--- config.mk ---
export PLATFORM = sky130hd
export DESIGN_NAME = pn_audio_feeder
export DESIGN_NICKNAME = d
export VERILOG_FILES = /design/src/rtl/pn_audio_pkg.sv /design/src/rtl/pn_sync_fifo.sv /design/src/rtl/pn_audio_feeder.sv
export SDC_FILE = /design/constraint.sdc
export NUM_CORES = 1
export LEC_CHECK = 0
export CAP_MARGIN = 5
export CORE_ASPECT_RATIO = 1.2
export CORE_MARGIN = 2
export CORE_UTILIZATION = 35
export DETAILED_ROUTE_END_ITERATION = 12
export DONT_BUFFER_PORTS = 1
export HOLD_SLACK_MARGIN = 0.12
export PLACE_DENSITY_LB_ADDON = 0.05
export SYNTH_ARGS = -nofsm -noshare
export SYNTH_HDL_FRONTEND = slang
export SYNTH_HIERARCHICAL = 1
export SYNTH_SLANG_ARGS = --single-unit
--- constraint.sdc ---
create_clock -name ax_clk -period 4 [get_ports ax_clk]
set_input_delay 0 -clock ax_clk [delete_from_list [all_inputs] [get_ports ax_clk]]
set_output_delay 0 -clock ax_clk [all_outputs]
set_load 0.02 [all_outputs]
--- src/rtl/pn_audio_pkg.sv ---
// Shared widths, frame divider and helpers for the PN audio feeder.
package pn_audio_pkg;

  localparam int unsigned SAMPLE_W = 16;
  localparam int unsigned FRAME_W  = 32;
  localparam int unsigned FS_DIV   = 2048;

  typedef logic [SAMPLE_W-1:0] sample_t;
  typedef logic [FRAME_W-1:0]  frame_t;

  // Increment that sticks at all-ones instead of wrapping.
  function automatic logic [15:0] sat_inc16(input logic [15:0] v);
    return (v == 16'hFFFF) ? v : v + 16'd1;
  endfunction

endpackage

--- src/rtl/pn_sync_fifo.sv ---
// Single-clock first-word-fall-through FIFO with wrap-flag pointers.
module pn_sync_fifo #(
  parameter int unsigned WIDTH = 16,
  parameter int unsigned DEPTH = 16
) (
  input  logic                       clk,
  input  logic                       rst_n,
  input  logic                       wr_en,
  input  logic [WIDTH-1:0]           wr_data,
  input  logic                       rd_en,
  output logic [WIDTH-1:0]           rd_data,
  output logic                       full,
  output logic                       empty,
  output logic [$clog2(DEPTH):0]     fill
);

  localparam int unsigned AW = $clog2(DEPTH);

  logic [WIDTH-1:0] r_mem [DEPTH];
  logic [AW:0]      r_wr_ptr;
  logic [AW:0]      r_rd_ptr;
  logic             w_wr;
  logic             w_rd;

  assign full    = (r_wr_ptr[AW] != r_rd_ptr[AW]) &&
                   (r_wr_ptr[AW-1:0] == r_rd_ptr[AW-1:0]);
  assign empty   = (r_wr_ptr == r_rd_ptr);
  assign fill    = r_wr_ptr - r_rd_ptr;
  assign rd_data = r_mem[r_rd_ptr[AW-1:0]];
  assign w_wr    = wr_en && !full;
  assign w_rd    = rd_en && !empty;

  // Storage array; contents need no reset because pointers define validity.
  always_ff @(posedge clk) begin
    if (w_wr) r_mem[r_wr_ptr[AW-1:0]] <= wr_data;
  end

  // Read/write pointers; reset flushes the FIFO.
  always_ff @(posedge clk or negedge rst_n) begin
    if (!rst_n) begin
      r_wr_ptr <= '0;
      r_rd_ptr <= '0;
    end else begin
      if (w_wr) r_wr_ptr <= r_wr_ptr + 1'b1;
      if (w_rd) r_rd_ptr <= r_rd_ptr + 1'b1;
    end
  end

endmodule

--- src/rtl/pn_audio_feeder.sv ---
// Buffers bursty mono samples and releases one stereo frame word every DIV cycles.
module pn_audio_feeder
  import pn_audio_pkg::*;
#(
  parameter int unsigned DEPTH      = 16,
  parameter int unsigned DIV        = FS_DIV,
  parameter bit          MUTE_UFLOW = 1'b1
) (
  input  logic                      ax_clk,
  input  logic                      ax_rstn,
  input  logic                      enable,
  input  logic [SAMPLE_W-1:0]       s_data,
  input  logic                      s_valid,
  output logic                      s_ready,
  output logic [FRAME_W-1:0]        m_data,
  output logic                      m_valid,
  input  logic                      m_ready,
  output logic [$clog2(DEPTH):0]    fill,
  output logic [15:0]               uflow_cnt,
  output logic [15:0]               oflow_cnt
);

  localparam int unsigned FW = $clog2(DEPTH) + 1;
  localparam int unsigned PW = (DIV > 1) ? $clog2(DIV) : 1;

  logic [PW-1:0]       r_pace;
  logic                r_s_ready;
  logic [FRAME_W-1:0]  r_m_data;
  logic                r_m_valid;
  logic [15:0]         r_uflow;
  logic [15:0]         r_oflow;

  logic                w_tick;
  logic                w_push;
  logic                w_pop;
  logic                w_full;
  logic                w_empty;
  logic [FW-1:0]       w_fill;
  logic [FW-1:0]       w_fill_next;
  sample_t             w_q;

  assign w_tick      = enable && (r_pace == PW'(DIV - 1));
  assign w_push      = s_valid && r_s_ready && !w_full;
  assign w_pop       = w_tick && !w_empty;
  assign w_fill_next = w_fill + FW'(w_push) - FW'(w_pop);

  assign s_ready   = r_s_ready;
  assign m_data    = r_m_data;
  assign m_valid   = r_m_valid;
  assign fill      = w_fill;
  assign uflow_cnt = r_uflow;
  assign oflow_cnt = r_oflow;

  pn_sync_fifo #(
    .WIDTH (SAMPLE_W),
    .DEPTH (DEPTH)
  ) u_fifo (
    .clk     (ax_clk),
    .rst_n   (ax_rstn),
    .wr_en   (w_push),
    .wr_data (s_data),
    .rd_en   (w_pop),
    .rd_data (w_q),
    .full    (w_full),
    .empty   (w_empty),
    .fill    (w_fill)
  );

  // Frame pacing counter; frozen at zero while disabled.
  always_ff @(posedge ax_clk or negedge ax_rstn) begin
    if (!ax_rstn)                       r_pace <= '0;
    else if (!enable)                   r_pace <= '0;
    else if (r_pace == PW'(DIV - 1))    r_pace <= '0;
    else                                r_pace <= r_pace + PW'(1);
  end

  // Registered ready, computed from next-cycle occupancy so it is held low in reset.
  always_ff @(posedge ax_clk or negedge ax_rstn) begin
    if (!ax_rstn) r_s_ready <= 1'b0;
    else          r_s_ready <= (w_fill_next != FW'(DEPTH));
  end

  // Output word and valid flag; data only changes on a tick.
  always_ff @(posedge ax_clk or negedge ax_rstn) begin
    if (!ax_rstn) begin
      r_m_data  <= '0;
      r_m_valid <= 1'b0;
    end else if (!enable) begin
      r_m_valid <= 1'b0;
    end else if (w_tick) begin
      r_m_valid <= 1'b1;
      if (!w_empty)        r_m_data <= {w_q, w_q};
      else if (MUTE_UFLOW) r_m_data <= '0;
    end else if (r_m_valid && m_ready) begin
      r_m_valid <= 1'b0;
    end
  end

  // Underrun and overwrite counters, independent of each other.
  always_ff @(posedge ax_clk or negedge ax_rstn) begin
    if (!ax_rstn) begin
      r_uflow <= '0;
      r_oflow <= '0;
    end else begin
      if (w_tick && w_empty)                r_uflow <= sat_inc16(r_uflow);
      if (w_tick && r_m_valid && !m_ready)  r_oflow <= sat_inc16(r_oflow);
    end
  end

endmodule

==> impl_metrics.csv <==
group,metric,value,unit
route,firstDrtPassIters,4,
critical_path,reg2reg_from,"u_fifo/r_wr_ptr[3]$_DFFE_PN0P_",
route,ant_nets,0,
logic_synthesis,synth-main-ff-cell,"edfxtp_1",
timing,rsz0062_at_grt,"no",
timing,skew,0.0147,ns
critical_path,rr_endpoint,"s_ready$_DFF_PN0_",
pwr,irDropWorstVdd,0.301,mV
logic_synthesis,async_flop_share,0.217,
logic_synthesis,yosysSeqAreaShare,0.693,
final_layout,fillCellCount,3513,
pwr,seq_power_share,0.492,
grt,grt_max_degree,72,
critical_path,crit_cells,12,
timing,final.setup.tns,0,ns
clocking,cts_max_level,2,
clocking,cts_tree,"yes",
timing,hold_viol_final,0,
placement,place_hpwl,19.7,mm
logic_synthesis,syn_inst,825,
floorplanning,rows,79,
clocking,cts_root_buf,"clkbuf_16",
timing,maxSlewViolCount,0,
placement,port_buffers,0,
floorplanning,core,38600,sq um
logic_synthesis,syn_area_per_cell,16.5,sq um
timing,fin_hold_ws,0.177,ns
route,drt_wl_total,32.8,mm
critical_path,crit_slowest_cell,"dfrtp_1",
floorplanning,ios,92,
floorplanning,die_area,40600,sq um
floorplanning,start_util,0.353,
timing,timing.final.crit_period,3.58,ns
floorplanning,fp.dieH,220,um
pwr,swShare,0.254,
grt,grt_overflow,0,
critical_path,rrSetupSlack,0.42,ns
logic_synthesis,yosysTopAreaCell,"edfxtp_1",
timing,fin_ws,0.424,ns
timing,fin_crit_sh,0.894,
pwr,internal_power,6.17,mW
timing,maxSlewHeadroom,0.337,
logic_synthesis,synth_edf_count,256,
final_layout,layout.nets,905,
status,outcome,"finished clean",
grt,grt_antenna_before_repair,2,
logic_synthesis,synthesis.area,13600,sq um
pwr,leakage,5.82,nW
critical_path,worstPathCellList,"ha_1, and4_1, and2_1, nor4_1, ha_1, inv_1, ha_1, fa_1, a21o_1, a21oi_1, xnor2_1, nand3_1",
critical_path,worstSetupStartpointType,"flop",
final_layout,syn2layout_area_growth,14.4,%
timing,maxClockFrequency,280,MHz
logic_synthesis,ys_seq_elements,327,
critical_path,cp_slowest_stage_delay,0.63,ns
critical_path,worstSetupPathType,"reg -> reg",
clocking,clk_latency,0.53,ns
clocking,cts-buffers-inserted,37,
critical_path,cpMostUsedCell,"ha_1",
pwr,p_total,8.27,mW
clocking,path_clk_slew,0.06,ns
critical_path,critPathBufInv,1,
hold_path,hold_path_class,"in -> async",
pwr,p_sw,2.10,mW
grt,grt_pass1_wl,48.9,mm
timing,setup_viol,0,
critical_path,cp_top_family,"adder cells",
logic_synthesis,synth_most_common_cell,"edfxtp_1",
clocking,clock-sinks,327,
pwr,clkPwrFrac,0.380,
pwr,pwr-share-comb,0.128,
route,drtIter0Drc,473,
logic_synthesis,synth.yosys.warnings,6,
logic_synthesis,synth.top_cells.by_area,"edfxtp_1, dfrtp_1, mux4_2",
floorplanning,die_x,184,um
run,max-cap-violations,0,
critical_path,end_kind,"flop",
grt,grt_pass1_vias,7720,
logic_synthesis,synth_top_area_share,0.563,
grt,track_usage,0.165,
final_layout,drive_gt1_frac,0.162,
placement,dp_slack,0.428,ns
logic_synthesis,ys_types,51,
route,wl_per_cell,23.1,um
logic_synthesis,syn_nets,865,
placement,finalWeightedCongestion,0.774,
critical_path,ff2ff_path_depth,12,
clocking,cts.path.max_buffers,3,
logic_synthesis,synthTopCellsByCount,"edfxtp_1, dfrtp_1, nand2_1, mux2i_1, mux4_2",
route,drc,0,
route,avgViaCountPerCell,5.14,
timing,worst_pin_slew,0.995,ns
critical_path,worstPathArrival,3.98,ns
critical_path,critPathRequiredTime,4.40,ns
critical_path,critical_path.max_fanout,13,
route,num_vias,7282,
pwr,power_density,530,nW/um^2
==> per-stage QoR <==
| stage | area [sq um] | utilization | std cells |
|---|---|---|---|
| floorplan | 13600 | - | 825 |
| global placement | 14200 | 0.368 | 1330 |
| detailed placement | 14200 | 0.368 | 1330 |
| CTS | 15600 | 0.404 | 1416 |
| global route | 15600 | 0.404 | 1418 |
| finish | 15600 | 0.404 | 1418 |
==> logic make-up (layout without fill, tap and decap cells) <==
kind of cell | after synthesis | in the layout | synth area share
DFF | 327 | 327 | 0.693
and+or+nand+nor | 169 | 169 | 0.0627
muxes | 103 | 103 | 0.122
AOI/OAI and AO/OA | 85 | 85 | 0.0412
buffers and inverters | 75 | 140 | 0.0306
xor gates and xnor gates | 47 | 47 | 0.0313
adders and majority gates | 19 | 19 | 0.0185
other | 0 | 2 | 0
==> power groups by stage <==
stage | Combinational (mW) | Sequential [mW] | Clock (mW)
2_1_floorplan | 0.700 | 4.09 | 0
3_3_place_gp | 0.980 | 4.12 | 0
3_5_place_dp | 1.00 | 4.14 | 0
4_1_cts | 1.08 | 4.07 | 3.25
5_1_grt | 1.18 | 4.09 | 3.39
6_report | 1.06 | 4.07 | 3.14
==> tightest hold or removal path, stage by stage <==
cell and delay (ns):
dlygate4sd3_1 0.65, buf_16 0.14, buf_16 0.30
==> how the worst max path moves through the flow <==
| stage | startpoint | endpoint | slack (ns) |
|---|---|---|---|
| final | u_fifo/r_wr_ptr[3]$_DFFE_PN0P_ | s_ready$_DFF_PN0_ | 0.42 |
| after global routing | u_fifo/r_wr_ptr[3]$_DFFE_PN0P_ | s_ready$_DFF_PN0_ | 0.20 |
| after CTS | u_fifo/r_wr_ptr[3]$_DFFE_PN0P_ | s_ready$_DFF_PN0_ | 0.41 |
| after detailed placement | u_fifo/r_wr_ptr[3]$_DFFE_PN0P_ | s_ready$_DFF_PN0_ | 0.43 |
| after global placement | u_fifo/r_wr_ptr[3]$_DFFE_PN0P_ | s_ready$_DFF_PN0_ | 0.57 |
| after floorplan | u_fifo/r_rd_ptr[1]$_DFFE_PN0P_ | u_fifo/r_mem[1][0]$_DFFE_PP_ | 0.20 |
==> area by class of cell <==
class / count / area (sq um) / area share
Inverter: 26 / 97.6 / 0.00625
Multi-Input combinational cell: 423 / 3800 / 0.243
Timing Repair Buffer: 50 / 465 / 0.0298
Tap cell: 526 / 658 / 0.0421
Clock inverter: 17 / 114 / 0.00729
Sequential cell: 327 / 9470 / 0.606
Clock buffer: 47 / 1010 / 0.0644
Antenna cell: 2 / 5.00 / 0.000320
==> cells in the final DEF (no fill, tap or decap), types with 6 or more instances in the layout <==
cell	netlist	layout
mux4_2	40	40
edfxtp_1	256	256
dfrtp_1	71	69
and2_1	7	7
xor2_1	18	18
mux2i_1	50	50
a32oi_1	16	16
nand2_1	59	59
o21ai_0	20	20
clkbuf_1	15	8
nand4_1	15	15
clkinv_2	0	9
nor2_1	25	21
a21oi_1	6	6
nand3_1	18	18
buf_4	21	28
clkbuf_16	0	39
dlygate4sd3_1	0	20
mux4_1	8	8
xnor2_1	27	27
inv_1	24	24
a22oi_1	16	16
o21ai_1	17	17
ha_1	17	17
and3_1	15	15
==> sequential cells by signal, summed over array words and instances, names as in the netlist <==
name and cells:
m_valid 1, oflow_cnt 16, uflow_cnt 16, u_fifo/r_rd_ptr 5, r_pace 11, s_ready 1
m_data 16, u_fifo/r_mem 256, u_fifo/r_wr_ptr 5
==> timing repair <==
item	in CTS	in global routing
hold buffers	22	0
hold endpoints to repair	384	0
buffers inserted	0	0
gates resized for setup	0	0
==> metal layers <==
layer  track usage  wire (um)  up-vias
li1              -          -     3273
met1         0.202      13700     3777
met2         0.292      16600      176
met3        0.0326       1590       56
met4        0.0579        925        0
met5             0          0        -
No activity file was read; power rests on OpenSTA's default activity.
